### src/rtl/id_ex_register_if.sv
// rtl/id_ex_register_if.sv - ID-side and EX-side pipeline signal bundle for the ID/EX register
interface id_ex_register_if #(
    parameter int DATA_WIDTH = 32
);
    logic                  ID_Valid_i;
    logic                  ID_RegDst_i;
    logic                  ID_BranchEQ_i;
    logic                  ID_BranchNE_i;
    logic                  ID_MemRead_i;
    logic                  ID_MemtoReg_i;
    logic                  ID_MemWrite_i;
    logic                  ID_ALUSrc_i;
    logic                  ID_RegWrite_i;
    logic [2:0]            ID_ALUOp_i;
    logic [DATA_WIDTH-1:0] ID_PC4_i;
    logic [DATA_WIDTH-1:0] ID_ReadData1_i;
    logic [DATA_WIDTH-1:0] ID_ReadData2_i;
    logic [DATA_WIDTH-1:0] ID_Imm_i;
    logic [4:0]            ID_Rs_i;
    logic [4:0]            ID_Rt_i;
    logic [4:0]            ID_Rd_i;

    logic                  EX_Valid_o;
    logic                  EX_RegDst_o;
    logic                  EX_BranchEQ_o;
    logic                  EX_BranchNE_o;
    logic                  EX_MemRead_o;
    logic                  EX_MemtoReg_o;
    logic                  EX_MemWrite_o;
    logic                  EX_ALUSrc_o;
    logic                  EX_RegWrite_o;
    logic [2:0]            EX_ALUOp_o;
    logic [DATA_WIDTH-1:0] EX_PC4_o;
    logic [DATA_WIDTH-1:0] EX_ReadData1_o;
    logic [DATA_WIDTH-1:0] EX_ReadData2_o;
    logic [DATA_WIDTH-1:0] EX_Imm_o;
    logic [4:0]            EX_Rs_o;
    logic [4:0]            EX_Rt_o;
    logic [4:0]            EX_Rd_o;

    modport master (
        output ID_Valid_i, ID_RegDst_i, ID_BranchEQ_i, ID_BranchNE_i, ID_MemRead_i,
               ID_MemtoReg_i, ID_MemWrite_i, ID_ALUSrc_i, ID_RegWrite_i, ID_ALUOp_i,
               ID_PC4_i, ID_ReadData1_i, ID_ReadData2_i, ID_Imm_i, ID_Rs_i, ID_Rt_i, ID_Rd_i,
        input  EX_Valid_o, EX_RegDst_o, EX_BranchEQ_o, EX_BranchNE_o, EX_MemRead_o,
               EX_MemtoReg_o, EX_MemWrite_o, EX_ALUSrc_o, EX_RegWrite_o, EX_ALUOp_o,
               EX_PC4_o, EX_ReadData1_o, EX_ReadData2_o, EX_Imm_o, EX_Rs_o, EX_Rt_o, EX_Rd_o
    );

    modport slave (
        input  ID_Valid_i, ID_RegDst_i, ID_BranchEQ_i, ID_BranchNE_i, ID_MemRead_i,
               ID_MemtoReg_i, ID_MemWrite_i, ID_ALUSrc_i, ID_RegWrite_i, ID_ALUOp_i,
               ID_PC4_i, ID_ReadData1_i, ID_ReadData2_i, ID_Imm_i, ID_Rs_i, ID_Rt_i, ID_Rd_i,
        output EX_Valid_o, EX_RegDst_o, EX_BranchEQ_o, EX_BranchNE_o, EX_MemRead_o,
               EX_MemtoReg_o, EX_MemWrite_o, EX_ALUSrc_o, EX_RegWrite_o, EX_ALUOp_o,
               EX_PC4_o, EX_ReadData1_o, EX_ReadData2_o, EX_Imm_o, EX_Rs_o, EX_Rt_o, EX_Rd_o
    );
endinterface

### src/rtl/id_ex_register.sv
// rtl/id_ex_register.sv - ID/EX pipeline register with load-use stall detection and bubble counter
module id_ex_register #(
    parameter int DATA_WIDTH = 32,
    parameter int CNT_WIDTH  = 16
) (
    input  logic                 clk,
    input  logic                 reset,
    input  logic                 Flush_i,
    output logic                 Stall_o,
    output logic [CNT_WIDTH-1:0] BubbleCount_o,
    id_ex_register_if.slave      bus
);
    // Control vector layout: {RegDst, BranchEQ, BranchNE, MemRead, MemtoReg, MemWrite, ALUSrc, RegWrite, ALUOp[2:0]}
    localparam int CW          = 11;
    localparam int MEMREAD_BIT = 7;

    logic [CW-1:0]         id_ctrl;
    logic [CW-1:0]         ctrl_d, ctrl_q;
    logic                  valid_d, valid_q;
    logic [DATA_WIDTH-1:0] pc4_d, pc4_q, rd1_d, rd1_q, rd2_d, rd2_q, imm_d, imm_q;
    logic [4:0]            rs_d, rs_q, rt_d, rt_q, rd_d, rd_q;
    logic [CNT_WIDTH-1:0]  cnt_d, cnt_q;
    logic                  hazard;
    logic                  bubble;

    assign id_ctrl = {bus.ID_RegDst_i, bus.ID_BranchEQ_i, bus.ID_BranchNE_i, bus.ID_MemRead_i,
                      bus.ID_MemtoReg_i, bus.ID_MemWrite_i, bus.ID_ALUSrc_i, bus.ID_RegWrite_i,
                      bus.ID_ALUOp_i};

    // A bubble clears EX_MemRead, so the hazard cannot persist past one cycle.
    assign hazard = bus.ID_Valid_i & valid_q & ctrl_q[MEMREAD_BIT] & (rt_q != 5'd0) &
                    ((rt_q == bus.ID_Rs_i) | (rt_q == bus.ID_Rt_i));
    assign bubble = Flush_i | hazard;

    always_comb begin
        valid_d = bus.ID_Valid_i;
        ctrl_d  = id_ctrl;
        pc4_d   = bus.ID_PC4_i;
        rd1_d   = bus.ID_ReadData1_i;
        rd2_d   = bus.ID_ReadData2_i;
        imm_d   = bus.ID_Imm_i;
        rs_d    = bus.ID_Rs_i;
        rt_d    = bus.ID_Rt_i;
        rd_d    = bus.ID_Rd_i;
        cnt_d   = cnt_q;
        if (bubble) begin
            valid_d = 1'b0;
            ctrl_d  = '0;
            if (bus.ID_Valid_i && (cnt_q != '1)) begin
                cnt_d = cnt_q + CNT_WIDTH'(1);
            end
        end
    end

    always_ff @(posedge clk or posedge reset) begin
        if (reset) begin
            valid_q <= 1'b0;
            ctrl_q  <= '0;
            pc4_q   <= '0;
            rd1_q   <= '0;
            rd2_q   <= '0;
            imm_q   <= '0;
            rs_q    <= '0;
            rt_q    <= '0;
            rd_q    <= '0;
            cnt_q   <= '0;
        end else begin
            valid_q <= valid_d;
            ctrl_q  <= ctrl_d;
            pc4_q   <= pc4_d;
            rd1_q   <= rd1_d;
            rd2_q   <= rd2_d;
            imm_q   <= imm_d;
            rs_q    <= rs_d;
            rt_q    <= rt_d;
            rd_q    <= rd_d;
            cnt_q   <= cnt_d;
        end
    end

    assign bus.EX_Valid_o     = valid_q;
    assign bus.EX_RegDst_o    = ctrl_q[10];
    assign bus.EX_BranchEQ_o  = ctrl_q[9];
    assign bus.EX_BranchNE_o  = ctrl_q[8];
    assign bus.EX_MemRead_o   = ctrl_q[7];
    assign bus.EX_MemtoReg_o  = ctrl_q[6];
    assign bus.EX_MemWrite_o  = ctrl_q[5];
    assign bus.EX_ALUSrc_o    = ctrl_q[4];
    assign bus.EX_RegWrite_o  = ctrl_q[3];
    assign bus.EX_ALUOp_o     = ctrl_q[2:0];
    assign bus.EX_PC4_o       = pc4_q;
    assign bus.EX_ReadData1_o = rd1_q;
    assign bus.EX_ReadData2_o = rd2_q;
    assign bus.EX_Imm_o       = imm_q;
    assign bus.EX_Rs_o        = rs_q;
    assign bus.EX_Rt_o        = rt_q;
    assign bus.EX_Rd_o        = rd_q;
    assign Stall_o            = hazard;
    assign BubbleCount_o      = cnt_q;
endmodule

### src/flat_wrapper.sv
// flat-port wrapper written by rule: the top's interface ports become plain ports
module id_ex_register_flat 
#(
    parameter int DATA_WIDTH = 32,
    parameter int CNT_WIDTH  = 16
)
  (clk, reset, Flush_i, Stall_o, BubbleCount_o, bus_ID_Valid_i, bus_ID_RegDst_i, bus_ID_BranchEQ_i, bus_ID_BranchNE_i, bus_ID_MemRead_i, bus_ID_MemtoReg_i, bus_ID_MemWrite_i, bus_ID_ALUSrc_i, bus_ID_RegWrite_i, bus_ID_ALUOp_i, bus_ID_PC4_i, bus_ID_ReadData1_i, bus_ID_ReadData2_i, bus_ID_Imm_i, bus_ID_Rs_i, bus_ID_Rt_i, bus_ID_Rd_i, bus_EX_Valid_o, bus_EX_RegDst_o, bus_EX_BranchEQ_o, bus_EX_BranchNE_o, bus_EX_MemRead_o, bus_EX_MemtoReg_o, bus_EX_MemWrite_o, bus_EX_ALUSrc_o, bus_EX_RegWrite_o, bus_EX_ALUOp_o, bus_EX_PC4_o, bus_EX_ReadData1_o, bus_EX_ReadData2_o, bus_EX_Imm_o, bus_EX_Rs_o, bus_EX_Rt_o, bus_EX_Rd_o);
  id_ex_register_if #(.DATA_WIDTH(DATA_WIDTH)) bus_i ();
  input  logic clk;
  input  logic reset;
  input  logic Flush_i;
  output logic Stall_o;
  output logic [CNT_WIDTH-1:0] BubbleCount_o;
  input wire logic [$bits(bus_i.ID_Valid_i)-1:0] bus_ID_Valid_i;
  input wire logic [$bits(bus_i.ID_RegDst_i)-1:0] bus_ID_RegDst_i;
  input wire logic [$bits(bus_i.ID_BranchEQ_i)-1:0] bus_ID_BranchEQ_i;
  input wire logic [$bits(bus_i.ID_BranchNE_i)-1:0] bus_ID_BranchNE_i;
  input wire logic [$bits(bus_i.ID_MemRead_i)-1:0] bus_ID_MemRead_i;
  input wire logic [$bits(bus_i.ID_MemtoReg_i)-1:0] bus_ID_MemtoReg_i;
  input wire logic [$bits(bus_i.ID_MemWrite_i)-1:0] bus_ID_MemWrite_i;
  input wire logic [$bits(bus_i.ID_ALUSrc_i)-1:0] bus_ID_ALUSrc_i;
  input wire logic [$bits(bus_i.ID_RegWrite_i)-1:0] bus_ID_RegWrite_i;
  input wire logic [$bits(bus_i.ID_ALUOp_i)-1:0] bus_ID_ALUOp_i;
  input wire logic [$bits(bus_i.ID_PC4_i)-1:0] bus_ID_PC4_i;
  input wire logic [$bits(bus_i.ID_ReadData1_i)-1:0] bus_ID_ReadData1_i;
  input wire logic [$bits(bus_i.ID_ReadData2_i)-1:0] bus_ID_ReadData2_i;
  input wire logic [$bits(bus_i.ID_Imm_i)-1:0] bus_ID_Imm_i;
  input wire logic [$bits(bus_i.ID_Rs_i)-1:0] bus_ID_Rs_i;
  input wire logic [$bits(bus_i.ID_Rt_i)-1:0] bus_ID_Rt_i;
  input wire logic [$bits(bus_i.ID_Rd_i)-1:0] bus_ID_Rd_i;
  output wire logic [$bits(bus_i.EX_Valid_o)-1:0] bus_EX_Valid_o;
  output wire logic [$bits(bus_i.EX_RegDst_o)-1:0] bus_EX_RegDst_o;
  output wire logic [$bits(bus_i.EX_BranchEQ_o)-1:0] bus_EX_BranchEQ_o;
  output wire logic [$bits(bus_i.EX_BranchNE_o)-1:0] bus_EX_BranchNE_o;
  output wire logic [$bits(bus_i.EX_MemRead_o)-1:0] bus_EX_MemRead_o;
  output wire logic [$bits(bus_i.EX_MemtoReg_o)-1:0] bus_EX_MemtoReg_o;
  output wire logic [$bits(bus_i.EX_MemWrite_o)-1:0] bus_EX_MemWrite_o;
  output wire logic [$bits(bus_i.EX_ALUSrc_o)-1:0] bus_EX_ALUSrc_o;
  output wire logic [$bits(bus_i.EX_RegWrite_o)-1:0] bus_EX_RegWrite_o;
  output wire logic [$bits(bus_i.EX_ALUOp_o)-1:0] bus_EX_ALUOp_o;
  output wire logic [$bits(bus_i.EX_PC4_o)-1:0] bus_EX_PC4_o;
  output wire logic [$bits(bus_i.EX_ReadData1_o)-1:0] bus_EX_ReadData1_o;
  output wire logic [$bits(bus_i.EX_ReadData2_o)-1:0] bus_EX_ReadData2_o;
  output wire logic [$bits(bus_i.EX_Imm_o)-1:0] bus_EX_Imm_o;
  output wire logic [$bits(bus_i.EX_Rs_o)-1:0] bus_EX_Rs_o;
  output wire logic [$bits(bus_i.EX_Rt_o)-1:0] bus_EX_Rt_o;
  output wire logic [$bits(bus_i.EX_Rd_o)-1:0] bus_EX_Rd_o;
  assign bus_i.ID_Valid_i = bus_ID_Valid_i;
  assign bus_i.ID_RegDst_i = bus_ID_RegDst_i;
  assign bus_i.ID_BranchEQ_i = bus_ID_BranchEQ_i;
  assign bus_i.ID_BranchNE_i = bus_ID_BranchNE_i;
  assign bus_i.ID_MemRead_i = bus_ID_MemRead_i;
  assign bus_i.ID_MemtoReg_i = bus_ID_MemtoReg_i;
  assign bus_i.ID_MemWrite_i = bus_ID_MemWrite_i;
  assign bus_i.ID_ALUSrc_i = bus_ID_ALUSrc_i;
  assign bus_i.ID_RegWrite_i = bus_ID_RegWrite_i;
  assign bus_i.ID_ALUOp_i = bus_ID_ALUOp_i;
  assign bus_i.ID_PC4_i = bus_ID_PC4_i;
  assign bus_i.ID_ReadData1_i = bus_ID_ReadData1_i;
  assign bus_i.ID_ReadData2_i = bus_ID_ReadData2_i;
  assign bus_i.ID_Imm_i = bus_ID_Imm_i;
  assign bus_i.ID_Rs_i = bus_ID_Rs_i;
  assign bus_i.ID_Rt_i = bus_ID_Rt_i;
  assign bus_i.ID_Rd_i = bus_ID_Rd_i;
  assign bus_EX_Valid_o = bus_i.EX_Valid_o;
  assign bus_EX_RegDst_o = bus_i.EX_RegDst_o;
  assign bus_EX_BranchEQ_o = bus_i.EX_BranchEQ_o;
  assign bus_EX_BranchNE_o = bus_i.EX_BranchNE_o;
  assign bus_EX_MemRead_o = bus_i.EX_MemRead_o;
  assign bus_EX_MemtoReg_o = bus_i.EX_MemtoReg_o;
  assign bus_EX_MemWrite_o = bus_i.EX_MemWrite_o;
  assign bus_EX_ALUSrc_o = bus_i.EX_ALUSrc_o;
  assign bus_EX_RegWrite_o = bus_i.EX_RegWrite_o;
  assign bus_EX_ALUOp_o = bus_i.EX_ALUOp_o;
  assign bus_EX_PC4_o = bus_i.EX_PC4_o;
  assign bus_EX_ReadData1_o = bus_i.EX_ReadData1_o;
  assign bus_EX_ReadData2_o = bus_i.EX_ReadData2_o;
  assign bus_EX_Imm_o = bus_i.EX_Imm_o;
  assign bus_EX_Rs_o = bus_i.EX_Rs_o;
  assign bus_EX_Rt_o = bus_i.EX_Rt_o;
  assign bus_EX_Rd_o = bus_i.EX_Rd_o;
  id_ex_register #(.DATA_WIDTH(DATA_WIDTH), .CNT_WIDTH(CNT_WIDTH)) u_core (.clk(clk), .reset(reset), .Flush_i(Flush_i), .Stall_o(Stall_o), .BubbleCount_o(BubbleCount_o), .bus(bus_i));
endmodule
### config.mk
export PLATFORM = sky130hd
export DESIGN_NAME = id_ex_register_flat
export DESIGN_NICKNAME = d
export VERILOG_FILES = /design/src/rtl/id_ex_register_if.sv /design/src/rtl/id_ex_register.sv /design/src/flat_wrapper.sv
export SDC_FILE = /design/constraint.sdc
export NUM_CORES = 1
export LEC_CHECK = 0
export BUFFER_PORTS_ARGS = -buffer_cell sky130_fd_sc_hd__buf_2
export CAP_MARGIN = 20
export CORE_AREA = 2 2 128 130
export CTS_CLUSTER_SIZE = 10
export DETAILED_ROUTE_END_ITERATION = 6
export DIE_AREA = 0 0 130 132
export GPL_ROUTABILITY_DRIVEN = 0
export PLACE_DENSITY = 0.7
export SLEW_MARGIN = 20
export SYNTH_ARGS = -nofsm -noshare
export SYNTH_HDL_FRONTEND = slang
export SYNTH_SLANG_ARGS = --single-unit
### constraint.sdc
create_clock -name clk -period 7.9 [get_ports clk]
set_input_delay 1.58 -clock clk [delete_from_list [all_inputs] [get_ports clk]]
set_output_delay 1.58 -clock clk [all_outputs]
set_load 0.005 [all_outputs]
# Word-level counts from Yosys, hierarchy flattened
# Index checks and enable logic that the tools add are counted.
# Widths: inputs -> output; s select.
totals:
  regBits: 171
  input_bits: 158
  output_inout_bits: 172
  wordCells: 25
op_classes:
  n_addsub: 1
  n_eq_ne: 3
  mux: 2
  bitwise_logic: 6
  n_reduce_logical: 3
ops:
  columns: ["operator", "count"]
  rows:
  - ["$add 16x1->16 const B", 1]
  - ["$ne 16x16->1 const B", 1]
  - ["$mux 11", 1]
  - ["$eq 5x5->1", 2]
  - ["$reduce_bool 5->1", 1]
  - ["$and 1x1->1", 4]
  - ["$or 1x1->1", 2]
  - ["$reduce_and 2->1", 1]
  - ["$logic_and 1x1->1", 1]
  - ["$mux 1", 1]

# Longest topological paths before layout
depth:
  depth_word: 6
  ltp_mapped: 7
  mapped_depth_nobuf: 6

# Worst setup path before layout
# No wires, ideal clock.
synth_path:
  kind: "in2out"
  from: "input port bus_ID_Rs_i[4]"
  to: "output port Stall_o"
  t_arrival_ps: 2156
  required_time_ps: 6320
  slack_ps: 4164
  stages: 4
  path_buffers: 0
  path_cell_list: "xnor2_1 -> nand3_1 -> o22ai_1 -> and3_1"
synth_between:
  elab_chain_cells: 3
synth_lines:
  columns: ["item", "line_no", "source"]
  rows:
  - ["from (decl)", "flat_wrapper.sv:28", "input wire logic [$bits(bus_i.ID_Rs_i)-1:0] bus_ID_Rs_i;"]
  - ["$eq 5x5->1", "id_ex_register.sv:32", "((rt_q == bus.ID_Rs_i) | (rt_q == bus.ID_Rt_i));"]
  - ["$or 1x1->1", "id_ex_register.sv:32", null]
  - ["$and 1x1->1", "id_ex_register.sv:31", "assign hazard = bus.ID_Valid_i & valid_q & ctrl_q[MEMREAD_BIT] & (rt_q != 5'd0) &"]
  - ["to (decl)", "flat_wrapper.sv:12", "output logic Stall_o;"]
# No other way between the ends.

# Final worst setup path
# Same ends and word-level chain as after synthesis.

==> metrics <==
count of pins over their slew limit=0; Detailed Place HPWL=10500 um; final wirelength=13200 um; DRT iter0 DRCs=120; crit share post-route=51.5%; startpoint types=input port; Yosys cell types=28; Nets=766; Post-CTS Setup Bufs=0; TritonCTS clock tree=done; Worst Max-Slew Pin Slew=0.798 ns; Layout area overhead=50.2%; relative slew slack=46.5%; worst min-delay path category=flip-flop to flip-flop; gr usage total=15.5%; total of max-cap violations=0; Synth Cell Area=4920 sq um; vias in the first global route=3863; Max IR drop VDD=0.000121 V; port bufs=329; CTS Root Cell=clkbuf_16; Crit path arrival time=2.49 ns; vias per std cell=4.16; Seq/Total Area, Yosys=87.0%; crit path max fanout=2; CTS clk-pin slew, worst paths=0.07 ns; Skew-Pair Late Insertion Delay=0.41 ns; row count=46; crit path cell chain=buf_2, xnor2_1, nand3_1, o22ai_1, and3_1, buf_2; CP peak stage delay=0.21 ns; largest net degree at the start of global routing=89; status=completed; critical path class=input port to output port; Pwr Total=1900 uW; # hold bufs at CTS=0; YS warnings=0; Avg Cell Area, Syn=18.9 sq um; share of post-route cells with drive strength above 1=59.1%; FF+latch count, synth=171; Die Span X=130 um; setup violators final=0; Fin. Hold Viols=0; initial antenna violation count=1; first-pass GRT wire length=20300 um; die height=132 um; first drt pass iteration count=4; DRC=0; worst hold slack=0.499 ns; Leak=0.00389 uW; via count=3474; H-tree depth=4; clk buf depth=2; DP Area=6820 sq um; clock skew=0.00810 ns; worst endpoint required time=6.32 ns; Cell Pwr Density=257 nW/um^2; CP max-delay cell=o22ai_1; Inserted Clock Buffers=17; Post-DRT Antenna Nets=0; WL/cell=15.8 um; IO Count=330; RSZ-0062 raised after global routing=no; Most common cell on crit path=buf_2; design area=7390 sq um; CTS sink cnt=171; die area=17200 sq um; cts repair resizes=0; initial core utilization=31.3%; Setup TNS Final=0 ns; cell count after synthesis=261; Synth Net Count=420; achievable frequency=246 MHz; crit path capture type=output port; fin util=47.1%; min cycle time layout=4.07 ns; Core Area=15700 sq um; total grt overflow=0
## worst max-delay path: cells and delay by family
| kind | cells | cell delay [ns] |
|---|---|---|
| buffers and inverters | 2 | 0.21 |
| AOI/OAI and AO/OA | 1 | 0.21 |
| xor gates and xnor gates | 1 | 0.18 |
| and+or+nand+nor | 2 | 0.29 |
## stage by stage
| step | std cells | setup slack (ns) |
|---|---|---|
| 2_1_floorplan | 261 | 1.69 |
| 3_3_place_gp | 804 | 3.83 |
| 3_5_place_dp | 804 | 3.84 |
| 4_1_cts | 835 | 3.83 |
| 5_1_grt | 836 | 3.71 |
| 6_report | 836 | 3.83 |
## power by group
part / total, uW / internal, uW / switching, uW / leakage [uW]
Clock: 787 / 424 / 363 / 0.000269
Sequential: 954 / 928 / 26.7 / 0.00203
Combinational: 157 / 80.3 / 76.4 / 0.00159
Total: 1900 / 1430 / 466 / 0.00389
## per-layer routing
layer / vias to the layer above / GRT usage [%] / share of wire (%)
met5: - / 0 / 0
met4: 0 / 7.59 / 3.8
met3: 34 / 5.64 / 8.7
met2: 203 / 25.8 / 50
met1: 1688 / 17.5 / 37
li1: 1549 / - / -
## flip-flops by register name (all words and copies together), names as in the netlist
name	cells
u_core.bus.EX_Imm_o	32
u_core.bus.EX_PC4_o	32
u_core.bus.EX_ReadData1_o	32
u_core.bus.EX_ReadData2_o	32
u_core.BubbleCount_o	16
u_core.ctrl_q	11
u_core.bus.EX_Rd_o	5
u_core.bus.EX_Rs_o	5
u_core.bus.EX_Rt_o	5
u_core.bus.EX_Valid_o	1
## cell usage in the layout, fill, tap and decap left out, types with 4 or more instances in the layout
cell type	instances
dfrtp_1	171
nor3_1	7
nor4_1	4
buf_2	329
nand3_1	6
xor2_1	13
xnor2_1	12
clkbuf_16	17
nand2_1	8
and2_1	12
inv_6	7
## final timing paths
check | startpoint | endpoint | slack [ns] | cells after the start
setup / recovery | bus_ID_Rs_i[4] | Stall_o | 3.83 | 6
hold / removal | u_core.BubbleCount_o[15] | u_core.BubbleCount_o[15] | 0.50 | 1
setup reg to reg | u_core.bus.EX_Rt_o[1] | u_core.BubbleCount_o[1] | 5.66 | 5
hold reg to reg | u_core.BubbleCount_o[15] | u_core.BubbleCount_o[15] | 0.50 | 1
max in group asynchronous | reset | u_core.bus.EX_PC4_o[5] | 5.35 | 3
min in group asynchronous | reset | u_core.bus.EX_Rd_o[1] | 1.30 | 2
## cell usage after synthesis (all sizes together)
master   count  area, sq um
and2        12         75.1
a31oi        1         6.26
and4         1         8.76
nor3b        2         15.0
inv          3         11.3
ha           1         12.5
nand3        6         30.0
dfrtp      171         4280
xor2        13          114
clkbuf       1         5.00
nor4b        1         8.76
nor4         5         37.5
nor3         7         35.0
or3          1         6.26
nand4        3         18.8
xnor2       12          105
o221a        1         11.3
buf          2         22.5
or2          1         6.26
o211ai       1         21.3
mux2         1         11.3
and3         3         18.8
nor2         1         3.75
o311a        1         10.0
o22ai        1         6.26
nand2        8         30.0
nand4bb      1         11.3
## cells by family (layout without fill, tap and decap cells)
family / count (synthesis) / count (layout) / synth area share [%]
DFF: 171 / 171 / 87.0
and+or+nand+nor: 52 / 52 / 6.20
xor gates and xnor gates: 25 / 25 / 4.45
buffers and inverters: 6 / 364 / 0.788
AOI/OAI and AO/OA: 5 / 5 / 1.12
adders and majority gates: 1 / 1 / 0.254
muxes: 1 / 1 / 0.229
other: 0 / 1 / 0
## area by class of cell
cell class	instances	area [sq um]
clock inverter	13	125
antenna	1	2.50
tap	216	270
timing repair buffer	330	1660
multi-input combinational	84	603
inverter	3	16.3
fill	1431	8320
sequential	171	4280
clock buffer	18	439
Note: power is estimated with default switching activity, not from simulation.
